`config.mk`:
```
export PLATFORM = sky130hd
export DESIGN_NAME = alu_exec_stage
export DESIGN_NICKNAME = d
export VERILOG_FILES = /design/src/rtl/alu_exec_stage.sv
export SDC_FILE = /design/constraint.sdc
export NUM_CORES = 1
export LEC_CHECK = 0
export ABC_CLOCK_PERIOD_IN_PS = 4700
export CAP_MARGIN = 10
export CORE_MARGIN = 3
export CORE_UTILIZATION = 25
export DETAILED_ROUTE_END_ITERATION = 10
export DONT_BUFFER_PORTS = 1
export GPL_ROUTABILITY_DRIVEN = 0
export SYNTH_ARGS = -nofsm -noshare
export SYNTH_HDL_FRONTEND = slang
export SYNTH_SLANG_ARGS = --single-unit
```
`constraint.sdc`:
```
create_clock -name clk -period 4.7 [get_ports clk]
set_clock_uncertainty 0.1 [all_clocks]
set_input_delay 0.94 -clock clk [delete_from_list [all_inputs] [get_ports clk]]
set_output_delay 0.94 -clock clk [all_outputs]
set_load 0.01 [all_outputs]
```
`src/rtl/alu_exec_stage.sv`:
```
// Registered ALU execute stage (and/or/add/sub/slt) with a 2-entry skid buffer.
// Define OVERFLOW_DETECT_EN to add the per-entry signed overflow flag on out_ovf.
module alu_exec_stage #(
  parameter int WIDTH = 32
) (
  input  logic             clk,
  input  logic             reset,
  input  logic             in_valid,
  output logic             in_ready,
  input  logic [WIDTH-1:0] in_a,
  input  logic [WIDTH-1:0] in_b,
  input  logic [2:0]       in_op,
  output logic             out_valid,
  input  logic             out_ready,
  output logic [WIDTH-1:0] out_z,
  output logic             out_zero,
  output logic             out_err,
`ifdef OVERFLOW_DETECT_EN
  output logic             out_ovf,
`endif
  output logic [1:0]       dbg_state
);

  // Handshake: a transfer happens on a rising edge where valid && ready are both
  // high; in_ready is registered and never depends on out_ready in the same cycle.

`ifdef OVERFLOW_DETECT_EN
  localparam int OVF_W = 1;
`else
  localparam int OVF_W = 0;
`endif
  // Entry layout, LSB first: result, zero, err, then ovf when enabled.
  localparam int ENT_W = WIDTH + 2 + OVF_W;

  typedef enum logic [1:0] {
    EMPTY = 2'd0,
    ONE   = 2'd1,
    TWO   = 2'd2
  } state_t;

  state_t           state, state_nx;
  logic [ENT_W-1:0] head, tail, ent_new;
  logic [WIDTH-1:0] res, sum, diff;
  logic             err;
  logic             accept, pop;

  assign accept = in_valid && in_ready;
  assign pop    = out_valid && out_ready;

  assign sum  = in_a + in_b;
  assign diff = in_a - in_b;

  always_comb begin
    res = '0;
    err = 1'b0;
    case (in_op)
      3'b000:  res = in_a & in_b;
      3'b001:  res = in_a | in_b;
      3'b010:  res = sum;
      3'b110:  res = diff;
      3'b111:  res = {{(WIDTH-1){1'b0}}, ($signed(in_a) < $signed(in_b))};
      default: err = 1'b1;
    endcase
  end

`ifdef OVERFLOW_DETECT_EN
  logic ovf;

  always_comb begin
    ovf = 1'b0;
    if (in_op == 3'b010)
      ovf = (in_a[WIDTH-1] == in_b[WIDTH-1]) && (sum[WIDTH-1] != in_a[WIDTH-1]);
    else if (in_op == 3'b110)
      ovf = (in_a[WIDTH-1] != in_b[WIDTH-1]) && (diff[WIDTH-1] != in_a[WIDTH-1]);
  end

  assign ent_new = {ovf, err, (res == '0), res};
  assign out_ovf = head[WIDTH+2];
`else
  assign ent_new = {err, (res == '0), res};
`endif

  // State register; in_ready is precomputed from the next state.
  always_ff @(posedge clk) begin
    if (reset) begin
      state    <= EMPTY;
      in_ready <= 1'b1;
    end else begin
      state    <= state_nx;
      in_ready <= (state_nx != TWO);
    end
  end

  always_comb begin
    state_nx = state;
    case (state)
      EMPTY: if (accept) state_nx = ONE;
      ONE: begin
        if (accept && !pop)      state_nx = TWO;
        else if (pop && !accept) state_nx = EMPTY;
      end
      TWO:     if (pop) state_nx = ONE;
      default: state_nx = EMPTY;
    endcase
  end

  always_comb begin
    out_valid = (state != EMPTY);
    dbg_state = state;
  end

  // Head always feeds the outputs; tail only holds the second entry in TWO.
  always_ff @(posedge clk) begin
    if (reset) begin
      head <= '0;
      tail <= '0;
    end else begin
      case (state)
        EMPTY: if (accept) head <= ent_new;
        ONE: begin
          if (accept && pop) head <= ent_new;
          else if (accept)   tail <= ent_new;
        end
        TWO:     if (pop) head <= tail;
        default: ;
      endcase
    end
  end

  assign out_z    = head[WIDTH-1:0];
  assign out_zero = head[WIDTH];
  assign out_err  = head[WIDTH+1];

endmodule

```
# ---- Word-level counts from Yosys, hierarchy flattened
# Cells that the tools add are included.
dict set report word_totals {
  word_cells 46
  reg_bits 71
  output_inout_bits 38
  inputBits 71
}
dict set report op_classes {
  bitwise 3
  addsub 2
  n_reduce_logical 15
  n_eq_ne 10
  n_mux 11
  magnitude_cmp 1
}
# op n
set ops {}
lappend ops {{$pmux 32 s5} 1}
lappend ops {{$mux 34} 3}
lappend ops {{$pmux 34 s3} 1}
lappend ops {{$add 32x32->32} 1}
lappend ops {{$and 32x32->32} 1}
lappend ops {{$logic_not 32->1} 1}
lappend ops {{$lt 32x32->1} 1}
lappend ops {{$or 32x32->32} 1}
lappend ops {{$sub 32x32->32} 1}
lappend ops {{$mux 2} 4}
lappend ops {{$ne 2x2->1 const B} 4}
lappend ops {{$eq 3x3->1 const B} 2}
lappend ops {{$pmux 2 s3} 1}
lappend ops {{$logic_and 1x1->1} 5}
lappend ops {{$reduce_or 5->1} 1}
lappend ops {{$reduce_and 4->1} 1}
lappend ops {{$eq 3x1->1 const B} 1}
lappend ops {{$eq 3x2->1 const B} 1}
lappend ops {{$logic_not 3->1} 1}
lappend ops {{$reduce_and 3->1} 1}
lappend ops {{$reduce_bool 3->1} 1}
lappend ops {{$eq 2x1->1 const B} 1}
lappend ops {{$eq 2x2->1 const B} 1}
lappend ops {{$logic_not 1->1} 2}
lappend ops {{4 further kinds} 4}

# ---- Longest topological paths before layout
# Gate-level depths: netlist of the first run.
dict set report logic_depth {
  ltp_word 7
  mapped_depth 15
  depth_no_buf 15
}

# ---- Worst setup path after synthesis of the first run
# OpenSTA, ideal clock, no wires.
dict set report synth_timing {
  kind {input to register}
  start {input in_a[0]}
  end {register head[30]}
  cell_stages 15
  setup_ns 0.074
  t_required_ns 4.526
  arrival_time_ns 3.761
  path_slack_ns 0.765
  cell_sequence {inv_1 > ha_1 > inv_1 > fa_1 > nor2b_1 > o311ai_2 > a21oi_1 > a21oi_1 > o22a_1 > a311oi_1 > a221oi_1 > mux2i_1 > a21oi_1 > or3_1 > a31oi_1}
}
dict set report synth_via {
  elab_chain_cells 4
}
# element line_no
set synth_rtl {}
lappend synth_rtl {{start, declared} 10} ;# input logic [WIDTH-1:0] in_a,
lappend synth_rtl {{$sub 32x32->32 / $add 32x32->32 (equally long branches)} {51, 50}}
lappend synth_rtl {{$pmux 32 s5 *} 56} ;# case (in_op)
lappend synth_rtl {{$mux 34, on equally long branches} {121, 119}}
lappend synth_rtl {{$pmux 34 s3 *} 118} ;# case (state)
lappend synth_rtl {{end signal, assigned} 119} ;# EMPTY: if (accept) head <= ent_new;
lappend synth_rtl {{end signal, assigned} 121} ;# if (accept && pop) head <= ent_new;
lappend synth_rtl {{end signal, assigned} 124} ;# TWO: if (pop) head <= tail;
lappend synth_rtl {{end, declared} 42} ;# logic [ENT_W-1:0] head, tail, ent_new;
# Mark *: on every way between the ends. The rest lies on a longest branch, timed or not. The select of a mux whose other input is x is not followed.
# A chain may end at the register's enable or synchronous reset.

# ---- Worst setup path in the final report of the first run
dict set report layout_timing {
  start {input in_b[11]}
  end {register tail[32]}
}
dict set report layout_via {
  elab_chain_cells 3
}
# element line_no
set layout_rtl {}
lappend layout_rtl {{start, declared} 11} ;# input logic [WIDTH-1:0] in_b,
lappend layout_rtl {{$sub 32x32->32, or another cell as far along} 51} ;# assign diff = in_a - in_b;
lappend layout_rtl {{$pmux 32 s5 *} 56}
lappend layout_rtl {{$logic_not 32->1 *} 80} ;# assign ent_new = {err, (res == '0), res};
lappend layout_rtl {{end signal, assigned} 122} ;# else if (accept) tail <= ent_new;
lappend layout_rtl {{end, declared} 42}
# Mark *: on every way between the ends. The rest lies on a longest branch, timed or not.

==> impl_metrics.json, run 1 <==
{
  "grt_overflow": 0,
  "core_sq_um": 32800,
  "diodes": 0,
  "avgSynthCellArea_sq_um": 7.06,
  "ys_ff_latch": 71,
  "die_area_sq_um": 35800,
  "drive_above_1_share_pct": 6.67,
  "wirelength_mm": 30.1,
  "slew_violations": 0,
  "relSlewSlack_pct": 33.9,
  "max_freq_mhz": 228,
  "fp.dieW_um": 189,
  "hold_viol": 0,
  "synth_top_area_share_pct": 17.0,
  "track_usage_pct": 16.0,
  "area.sequential_sq_um": 1420,
  "synth-warning-count": 0,
  "cts_sinks": 71,
  "final_core_util_pct": 28.0,
  "port_buffers": 0,
  "num_io_pins": 109,
  "syn_inst": 1188,
  "grt_max_degree": 72,
  "postSynthNetCount": 1361,
  "status": "finished, final reports clean",
  "synthDistinctLibCells": 89,
  "rsz0062_at_grt": "false",
  "vias": 8769,
  "multi_input_area_sq_um": 6260,
  "synth_top_area_cell": "dfxtp_1",
  "ys_seq_area_share_pct": 17.0,
  "clock-root-buffer": "clkbuf_16",
  "worstRegToRegCells": 8,
  "n_fill_cell": 3570,
  "post_drt_wl_per_cell_um": 18.8,
  "nets": 1323,
  "syn_area_sq_um": 8380,
  "worst_pin_slew_ps": 992,
  "crit_required_ps": 4820,
  "clk_latency_ps": 330,
  "die_y_um": 189,
  "drv_cap": 0,
  "min_path_cells": 2,
  "via_per_inst": 5.49,
  "num_rows": 66,
  "cp-start-kind": "input port",
  "dr.first_iter.drc_count": 748,
  "drcViolationCount": 0,
  "grt_pass1_wl_mm": 45.9,
  "p_leak_nw": 3.78,
  "fin_worst_hold_slack_ps": 354,
  "report.power.total_mw": 2.22,
  "synth_edf_count": 0,
  "clkTransAtPathRegs_ps": 60,
  "period_minus_slack_ps": 4390,
  "critical_path.max_fanout": 14,
  "synth_ff_type": "dfxtp_1",
  "cts_max_level": 3,
  "initial_core_util_pct": 25.6,
  "dp_hpwl_mm": 23.4,
  "grt_pass1_vias": 7988,
  "setup_viol": 0,
  "dr.pass1.iters": 6,
  "ant_nets": 0,
  "arrival_ps": 4510,
  "cts_made_buffers": 9,
  "area_growth_pct": 9.33,
  "fin_crit_sh_pct": 93.4,
  "ir_drop_mv": 0.184,
  "ys_async_sr_fraction_pct": 0,
  "crit_type": "in -> reg",
  "synth.area.top_cells": "dfxtp_1 (17%), ha_1 (15%), nor2_1 (7.3%)",
  "cts_buffer_depth": 2,
  "end_kind": "flop",
  "p_per_area_nw_per_um2": 242,
  "hp-class": "reg -> reg",
  "antenna_found_initial": 1,
  "cts_tree": "built"
}
## repair_timing
item,4_1_cts,5_1_grt
hold buffers,0,0
buffers inserted,0,0
resized for setup,0,3
endpoints found under the setup margin,0,2
## Yosys cell counts, drive strengths merged, types with 7 or more instances
| library cell | number |
|---|---|
| nand2b | 13 |
| a311oi | 7 |
| nand4 | 15 |
| a221oi | 9 |
| a211oi | 68 |
| nand3 | 15 |
| xnor2 | 17 |
| or3 | 11 |
| ha | 100 |
| o21ai | 56 |
| buf | 20 |
| nor2 | 164 |
| nor4 | 18 |
| o31ai | 12 |
| nor3 | 34 |
| inv | 114 |
| clkbuf | 56 |
| o22ai | 9 |
| nand2 | 82 |
| nor2b | 15 |
| mux2i | 25 |
| dfxtp | 71 |
| a31oi | 12 |
| and3 | 8 |
| a21oi | 105 |
| and2 | 9 |
| a21o | 8 |
| o211ai | 17 |
| a22oi | 7 |
| a2111oi | 7 |
## per-layer routing
layer  vias to the layer above  track usage (%)  routed length (um)
met1                      4036             20.9               12200
li1                       4184                -                   -
met4                         2             4.21                 734
met3                        73             5.02                3620
met5                         -                0                  12
met2                       474             25.7               13500
## flip-flops by register name (all words and copies together), names as in the netlist
name,count
tail,34
dbg_state,2
in_ready,1
head,34
## final timing paths
| kind | startpoint | end | slack, ps |
|---|---|---|---|
| worst max register to register | dbg_state[1] | head[15] | 2060 |
| worst min register to register | tail[31] | tail[31] | 350 |
| worst max-delay path | in_b[11] | tail[32] | 310 |
| worst min-delay path | tail[31] | tail[31] | 350 |
## cell type report
cell class | instances | share of cell area, %
clock buffer | 9 | 2.46
timing repair buffer | 27 | 2.21
tap | 442 | 6.03
sequential | 71 | 15.5
inverter | 114 | 4.67
clock inverter | 7 | 0.846
multi-input combinational | 927 | 68.3
## critical path, cell delays in order
cell	delay, ps
inv_1	30
ha_1	480
a21oi_1	220
o21ai_1	160
o311ai_1	520
nand4_1	280
a2111oi_2	510
o21ai_0	170
a31oi_1	240
mux2i_1	100
a21oi_1	300
nand4_1	200
o41ai_2	340
## report_power, final
group	total, mW	switching (mW)	internal [mW]
combinational	0.852	0.542	0.310
clock	0.695	0.278	0.416
sequential	0.675	0.0359	0.639
total	2.22	0.856	1.37
## kinds of logic (layout without fill, tap and decap cells)
kind of cell / after synthesis / in the layout / synth area share [%]
and+or+nand+nor: 404 / 404 / 22.9
AOI/OAI and AO/OA: 373 / 373 / 30.6
buffers and inverters: 190 / 157 / 8.76
adders and majority gates: 102 / 102 / 15.4
DFF: 71 / 71 / 17.0
muxes: 27 / 27 / 3.25
xor gates and xnor gates: 21 / 21 / 2.19
## layout by cell type, fill, tap and decap left out, types with 16 or more instances in the layout
master,n
nor2_1,163
mux2i_1,25
dfxtp_1,71
a21oi_1,103
xnor2_1,17
nand2_1,82
o211ai_1,17
buf_4,27
ha_1,100
nor4_1,16
inv_1,113
o21ai_0,52
a211oi_1,68
nor3_1,34
## through the flow
stage / std cells / setup slack (ps) / TNS, ps / instance area (sq um)
2_1_floorplan: 1188 / 765 / 0 / 8380
3_3_place_gp: 1581 / -146 / -180 / 8850
3_5_place_dp: 1581 / -215 / -242 / 8850
4_1_cts: 1597 / 125 / 0 / 9150
5_1_grt: 1597 / 92.2 / 0 / 9170
6_report: 1597 / 312 / 0 / 9170
Power figures use the tool's default switching activity.
==> run 2, diff against run 1 <==
--- a/config.mk
+++ b/config.mk
@@ -5,6 +5,7 @@
 export SDC_FILE = /design/constraint.sdc
 export NUM_CORES = 1
 export LEC_CHECK = 0
+export ABC_AREA = 1
 export ABC_CLOCK_PERIOD_IN_PS = 4700
 export CAP_MARGIN = 10
 export CORE_MARGIN = 3
==> impl_metrics.json, run 2 <==
{
  "cp-start-kind": "input port",
  "synth_most_common_cell": "nand2_1",
  "slew_violations": 0,
  "synth_top_area_cell": "nand2_1",
  "clk_latency_ps": 330,
  "dr.pass1.iters": 5,
  "period_minus_slack_ps": 3430,
  "clock-root-buffer": "clkbuf_16",
  "fp.dieW_um": 200,
  "ys_seq_area_share_pct": 15.1,
  "synthDistinctLibCells": 40,
  "max_freq_mhz": 291,
  "synth_ff_type": "dfxtp_1",
  "hold_viol": 0,
  "setup_viol": 0,
  "relSlewSlack_pct": 47.9,
  "n_fill_cell": 4161,
  "synth_top_area_share_pct": 20.1,
  "worst_pin_slew_ps": 779,
  "ant_nets": 0,
  "crit_required_ps": 4870,
  "crit_type": "in -> reg",
  "yosys-top-cells-count": "nand2_1 (505), inv_1 (367), nor2_1 (134), a21oi_1 (130), nand3_1 (124)",
  "cts_tree": "built",
  "synth.area.top_cells": "nand2_1 (20%), dfxtp_1 (15%), inv_1 (15%)",
  "grt_pass1_vias": 9332,
  "vias": 10274,
  "drive_above_1_share_pct": 4.47,
  "dp_hpwl_mm": 27.9,
  "layout_common_cells": "nand2_1 (505), inv_1 (367), nor2_1 (133)",
  "cts_max_level": 3,
  "drcViolationCount": 0,
  "die_area_sq_um": 40100,
  "hold_buffers": 0,
  "fin_worst_hold_slack_ps": 366,
  "synth_edf_count": 0,
  "ir_drop_mv": 0.166,
  "fin_crit_sh_pct": 73.0,
  "die_y_um": 200,
  "port_buffers": 0,
  "arrival_ps": 3610,
  "via_per_inst": 4.71,
  "ys_ff_latch": 71,
  "grt_pass1_wl_mm": 51.6,
  "cts_made_buffers": 9,
  "area_growth_pct": 7.25,
  "synth-warning-count": 0,
  "clkTransAtPathRegs_ps": 60,
  "grt_overflow": 0,
  "avgSynthCellArea_sq_um": 5.49,
  "wirelength_mm": 33.5,
  "num_rows": 70,
  "grt_max_degree": 55,
  "critical_path.max_fanout": 9,
  "final_core_util_pct": 27.4,
  "post_drt_wl_per_cell_um": 15.3,
  "drv_cap": 0,
  "dr.first_iter.drc_count": 982,
  "num_io_pins": 109,
  "area.sequential_sq_um": 1420,
  "ys_async_sr_fraction_pct": 0,
  "cts_buffer_depth": 2,
  "rsz0062_at_grt": "false",
  "syn_inst": 1717,
  "nets": 1845,
  "finalSetupTns_ps": 0,
  "syn_area_sq_um": 9430,
  "hp-class": "reg -> reg",
  "antenna_found_initial": 0,
  "layout_commonest_cell": "nand2_1",
  "place_ws_ps": 928,
  "cts-resized-gates": 0,
  "track_usage_pct": 16.1,
  "cts_sinks": 71,
  "setup_slack_ps": 1270,
  "diodes": 0,
  "p_per_area_nw_per_um2": 223,
  "status": "finished, final reports clean",
  "post_cts_buffers": 0,
  "postSynthNetCount": 1890,
  "multi_input_area_sq_um": 6260,
  "end_kind": "flop",
  "initial_core_util_pct": 25.6,
  "core_sq_um": 36900,
  "p_leak_nw": 5.63
}
run 2: worst paths after layout:
kind / startpoint / end / slack [ps] / cells after the start
hold reg to reg: tail[12] / tail[12] / 370 / 2
setup / recovery: in_b[22] / head[32] / 1270 / 18
hold / removal: tail[12] / tail[12] / 370 / 2
setup reg to reg: dbg_state[1] / head[31] / 1870 / 10
run 2: cell families (layout without fill, tap and decap cells):
family                     count (synthesis)  count (layout)  synth area share (%)
xor gates and xnor gates                   2               2                 0.186
DFF                                       71              71                  15.1
buffers and inverters                    442             402                  18.5
and+or+nand+nor                          839             839                  37.6
adders and majority gates                102             102                  13.7
AOI/OAI and AO/OA                        261             261                  14.8
run 2: power breakdown:
group	switching [mW]	internal (mW)
clock network	0.255	0.477
logic	0.606	0.254
registers	0.0323	0.635
total	0.893	1.37
run 2: final cells by class:
class                   instances  share of cell area [%]
clock buffers                  10                    2.36
clock inverters                 6                   0.829
inverters                     379                    14.1
multi-input cells            1204                    61.9
flip-flops and latches         71                    14.1
well taps                     504                    6.24
repair buffers                  7                   0.520
run 2: layer usage:
layer	GRT usage (%)	routed length, um
met2	25.3	14600
met4	5.64	992
met3	4.24	3310
met1	21.2	14600
met5	0	0
run 2: worst max-delay path, cell delays in order:
cell and delay (ps):
inv_1 30, ha_1 520, nand2_1 170, nor2_1 230, and2_1 230, and3_1 170
nand2_1 120, nand2_1 100, nand2_1 50, nand3_1 80, nand3_1 230, nor2_1 160
nand2_1 60, nor2_1 160, nand3_1 110, nand2_1 70, nand2_1 80, a21oi_2 100
run 2: per-stage QoR:
stage,cells,instance area [sq um],power [mW]
after global placement,2165,9790,1.51
after global routing,2181,10100,2.41
after detailed placement,2165,9790,1.52
after floorplan,1717,9430,1.31
after CTS,2181,10100,2.26
final,2181,10100,2.26
==> run 3, diff against run 2 <==
--- a/config.mk
+++ b/config.mk
@@ -5,8 +5,8 @@
 export SDC_FILE = /design/constraint.sdc
 export NUM_CORES = 1
 export LEC_CHECK = 0
-export ABC_AREA = 1
-export ABC_CLOCK_PERIOD_IN_PS = 4700
+export ABC_AREA = 0
+export ABC_CLOCK_PERIOD_IN_PS = 3200
 export CAP_MARGIN = 10
 export CORE_MARGIN = 3
 export CORE_UTILIZATION = 25
==> constraint.sdc (replaced) <==
create_clock -name clk -period 3.2 [get_ports clk]
set_clock_uncertainty 0.1 [all_clocks]
set_input_delay 0.64 -clock clk [delete_from_list [all_inputs] [get_ports clk]]
set_output_delay 0.64 -clock clk [all_outputs]
set_load 0.01 [all_outputs]
==> impl_metrics.json, run 3 (synthesis gave the netlist of run 1 again) <==
{
  "status": "complete, but fails checks",
  "violations": "setup timing",
  "dr.pass1.iters": 5,
  "layout_commonest_cell": "buf_4",
  "fp.dieW_um": 189,
  "cts_max_level": 3,
  "slew_violations": 0,
  "hp-class": "in -> reg",
  "diodes": 0,
  "p_int_mw": 2.39,
  "relSlewSlack_pct": 21.1,
  "max_freq_mhz": 291,
  "cp-start-kind": "input port",
  "drv_cap": 0,
  "nets": 1592,
  "clkTransAtPathRegs_ps": 60,
  "placed_area_sq_um": 10800,
  "rsz0062_at_grt": "true",
  "hold_buffers": 0,
  "crit_type": "in -> reg",
  "grt_overflow": 0,
  "ir_drop_mv": 0.320,
  "cts_tree": "built",
  "power_switching_mw": 1.47,
  "clk_latency_ps": 330,
  "dp_hpwl_mm": 25.7,
  "dr.first_iter.drc_count": 722,
  "drive_above_1_share_pct": 33.8,
  "combPwrFrac_pct": 50.1,
  "worst_pin_slew_ps": 1180,
  "die_y_um": 189,
  "setup_viol": 9,
  "port_buffers": 0,
  "placed_cells": 1816,
  "post_drt_wl_per_cell_um": 17.6,
  "arrival_ps": 3570,
  "setup_slack_ps": -241,
  "num_rows": 66,
  "final_cell_area_sq_um": 12300,
  "place_ws_ps": -786,
  "antenna_found_initial": 0,
  "grt_max_degree": 72,
  "power_frac_seq_pct": 25.8,
  "num_io_pins": 109,
  "end_kind": "flop",
  "fin_cells": 1866,
  "vias": 9827,
  "initial_core_util_pct": 25.6,
  "clkPwrFrac_pct": 24.2,
  "p_sw_share_pct": 38.1,
  "core_sq_um": 32800,
  "cts_buffer_depth": 2,
  "p_leak_nw": 5.20,
  "grt_pass1_vias": 9336,
  "via_per_inst": 5.27,
  "cts_sinks": 71,
  "cts_made_buffers": 9,
  "die_area_sq_um": 35800,
  "report.power.total_mw": 3.85,
  "critical_path.max_fanout": 4,
  "grt_pass1_wl_mm": 50.7,
  "hold_viol": 0,
  "track_usage_pct": 17.5,
  "layout_common_cells": "buf_4 (276), nor2_1 (160), inv_1 (99)",
  "period_minus_slack_ps": 3440,
  "ant_nets": 0,
  "drcViolationCount": 0,
  "wirelength_mm": 32.9,
  "fin_crit_sh_pct": 108,
  "crit_required_ps": 3330,
  "p_per_area_nw_per_um2": 314,
  "fin_worst_hold_slack_ps": 284,
  "clock-root-buffer": "clkbuf_16",
  "area_growth_pct": 46.4
}
-- run 3: changes by cell type in the layout (fill, tap and decap cells not counted), moves of 22 or more --
cell      change
inv_1       -268
a21oi_1      -44
a211oi_1     +54
nand3_1     -110
mux2i_1      +23
nor3_1       +24
nand2_1     -427
o21ai_0      -48
nor2_1       +27
ha_1         -22
buf_4       +269
-- run 3: repair_timing --
action,in CTS,in global routing
pin swaps,66,57
setup buffers,29,14
gates resized for setup,129,82
setup endpoints to repair,22,27
-- run 3: worst max-delay path: stages --
cell,delay [ps]
inv_4,20
ha_4,230
and2_4,150
a221o_1,380
o21a_1,250
buf_4,150
nor3_1,250
xnor2_1,150
a221oi_2,310
and4_1,250
nand4_1,180
nor4_2,210
nand4_1,180
o41ai_2,220
-- run 3: path summary, 6_finish.rpt --
| kind | endpoint | slack (ps) | startpoint | cells past startpoint |
|---|---|---|---|---|
| worst min-delay path | head[9] | 280 | reset | 1 |
| worst min register to register | tail[31] | 360 | tail[31] | 2 |
| worst max register to register | head[21] | 890 | in_ready | 8 |
| worst max-delay path | tail[32] | -240 | in_a[3] | 14 |
-- run 3: layout make-up --
type	count	area (sq um)
flip-flops and latches	71	1420
clock buffers	9	225
repair buffers	296	2300
fillers	3383	20500
clock inverters	7	55.1
inverters	114	473
well taps	442	553
multi-input cells	927	7240
-- run 3: metal layers --
| layer | vias to the layer above | wire (um) | GRT usage, % |
|---|---|---|---|
| li1 | 4712 | - | - |
| met1 | 4680 | 14000 | 22.2 |
| met2 | 357 | 15300 | 29.3 |
| met3 | 78 | 2560 | 3.87 |
| met4 | 0 | 1040 | 5.61 |
| met5 | - | 0 | 0 |
-- run 3: power by group through the flow --
| stage | logic [mW] | clock network [mW] | registers, mW |
|---|---|---|---|
| after floorplan | 0.953 | 0 | 1.00 |
| after global placement | 1.60 | 0 | 1.01 |
| after global routing | 2.08 | 0.997 | 1.00 |
| after CTS | 1.79 | 0.952 | 0.996 |
| final | 1.93 | 0.931 | 0.994 |
| after detailed placement | 1.62 | 0 | 1.02 |
-- run 3: per-stage QoR --
| stage | utilization (%) | setup TNS (ps) |
|---|---|---|
| after floorplan | - | -1020 |
| after global routing | 37.4 | -2210 |
| after CTS | 36.1 | -976 |
| after detailed placement | 32.8 | -15800 |
| after global placement | 32.8 | -13850 |
| final | 37.4 | -851 |
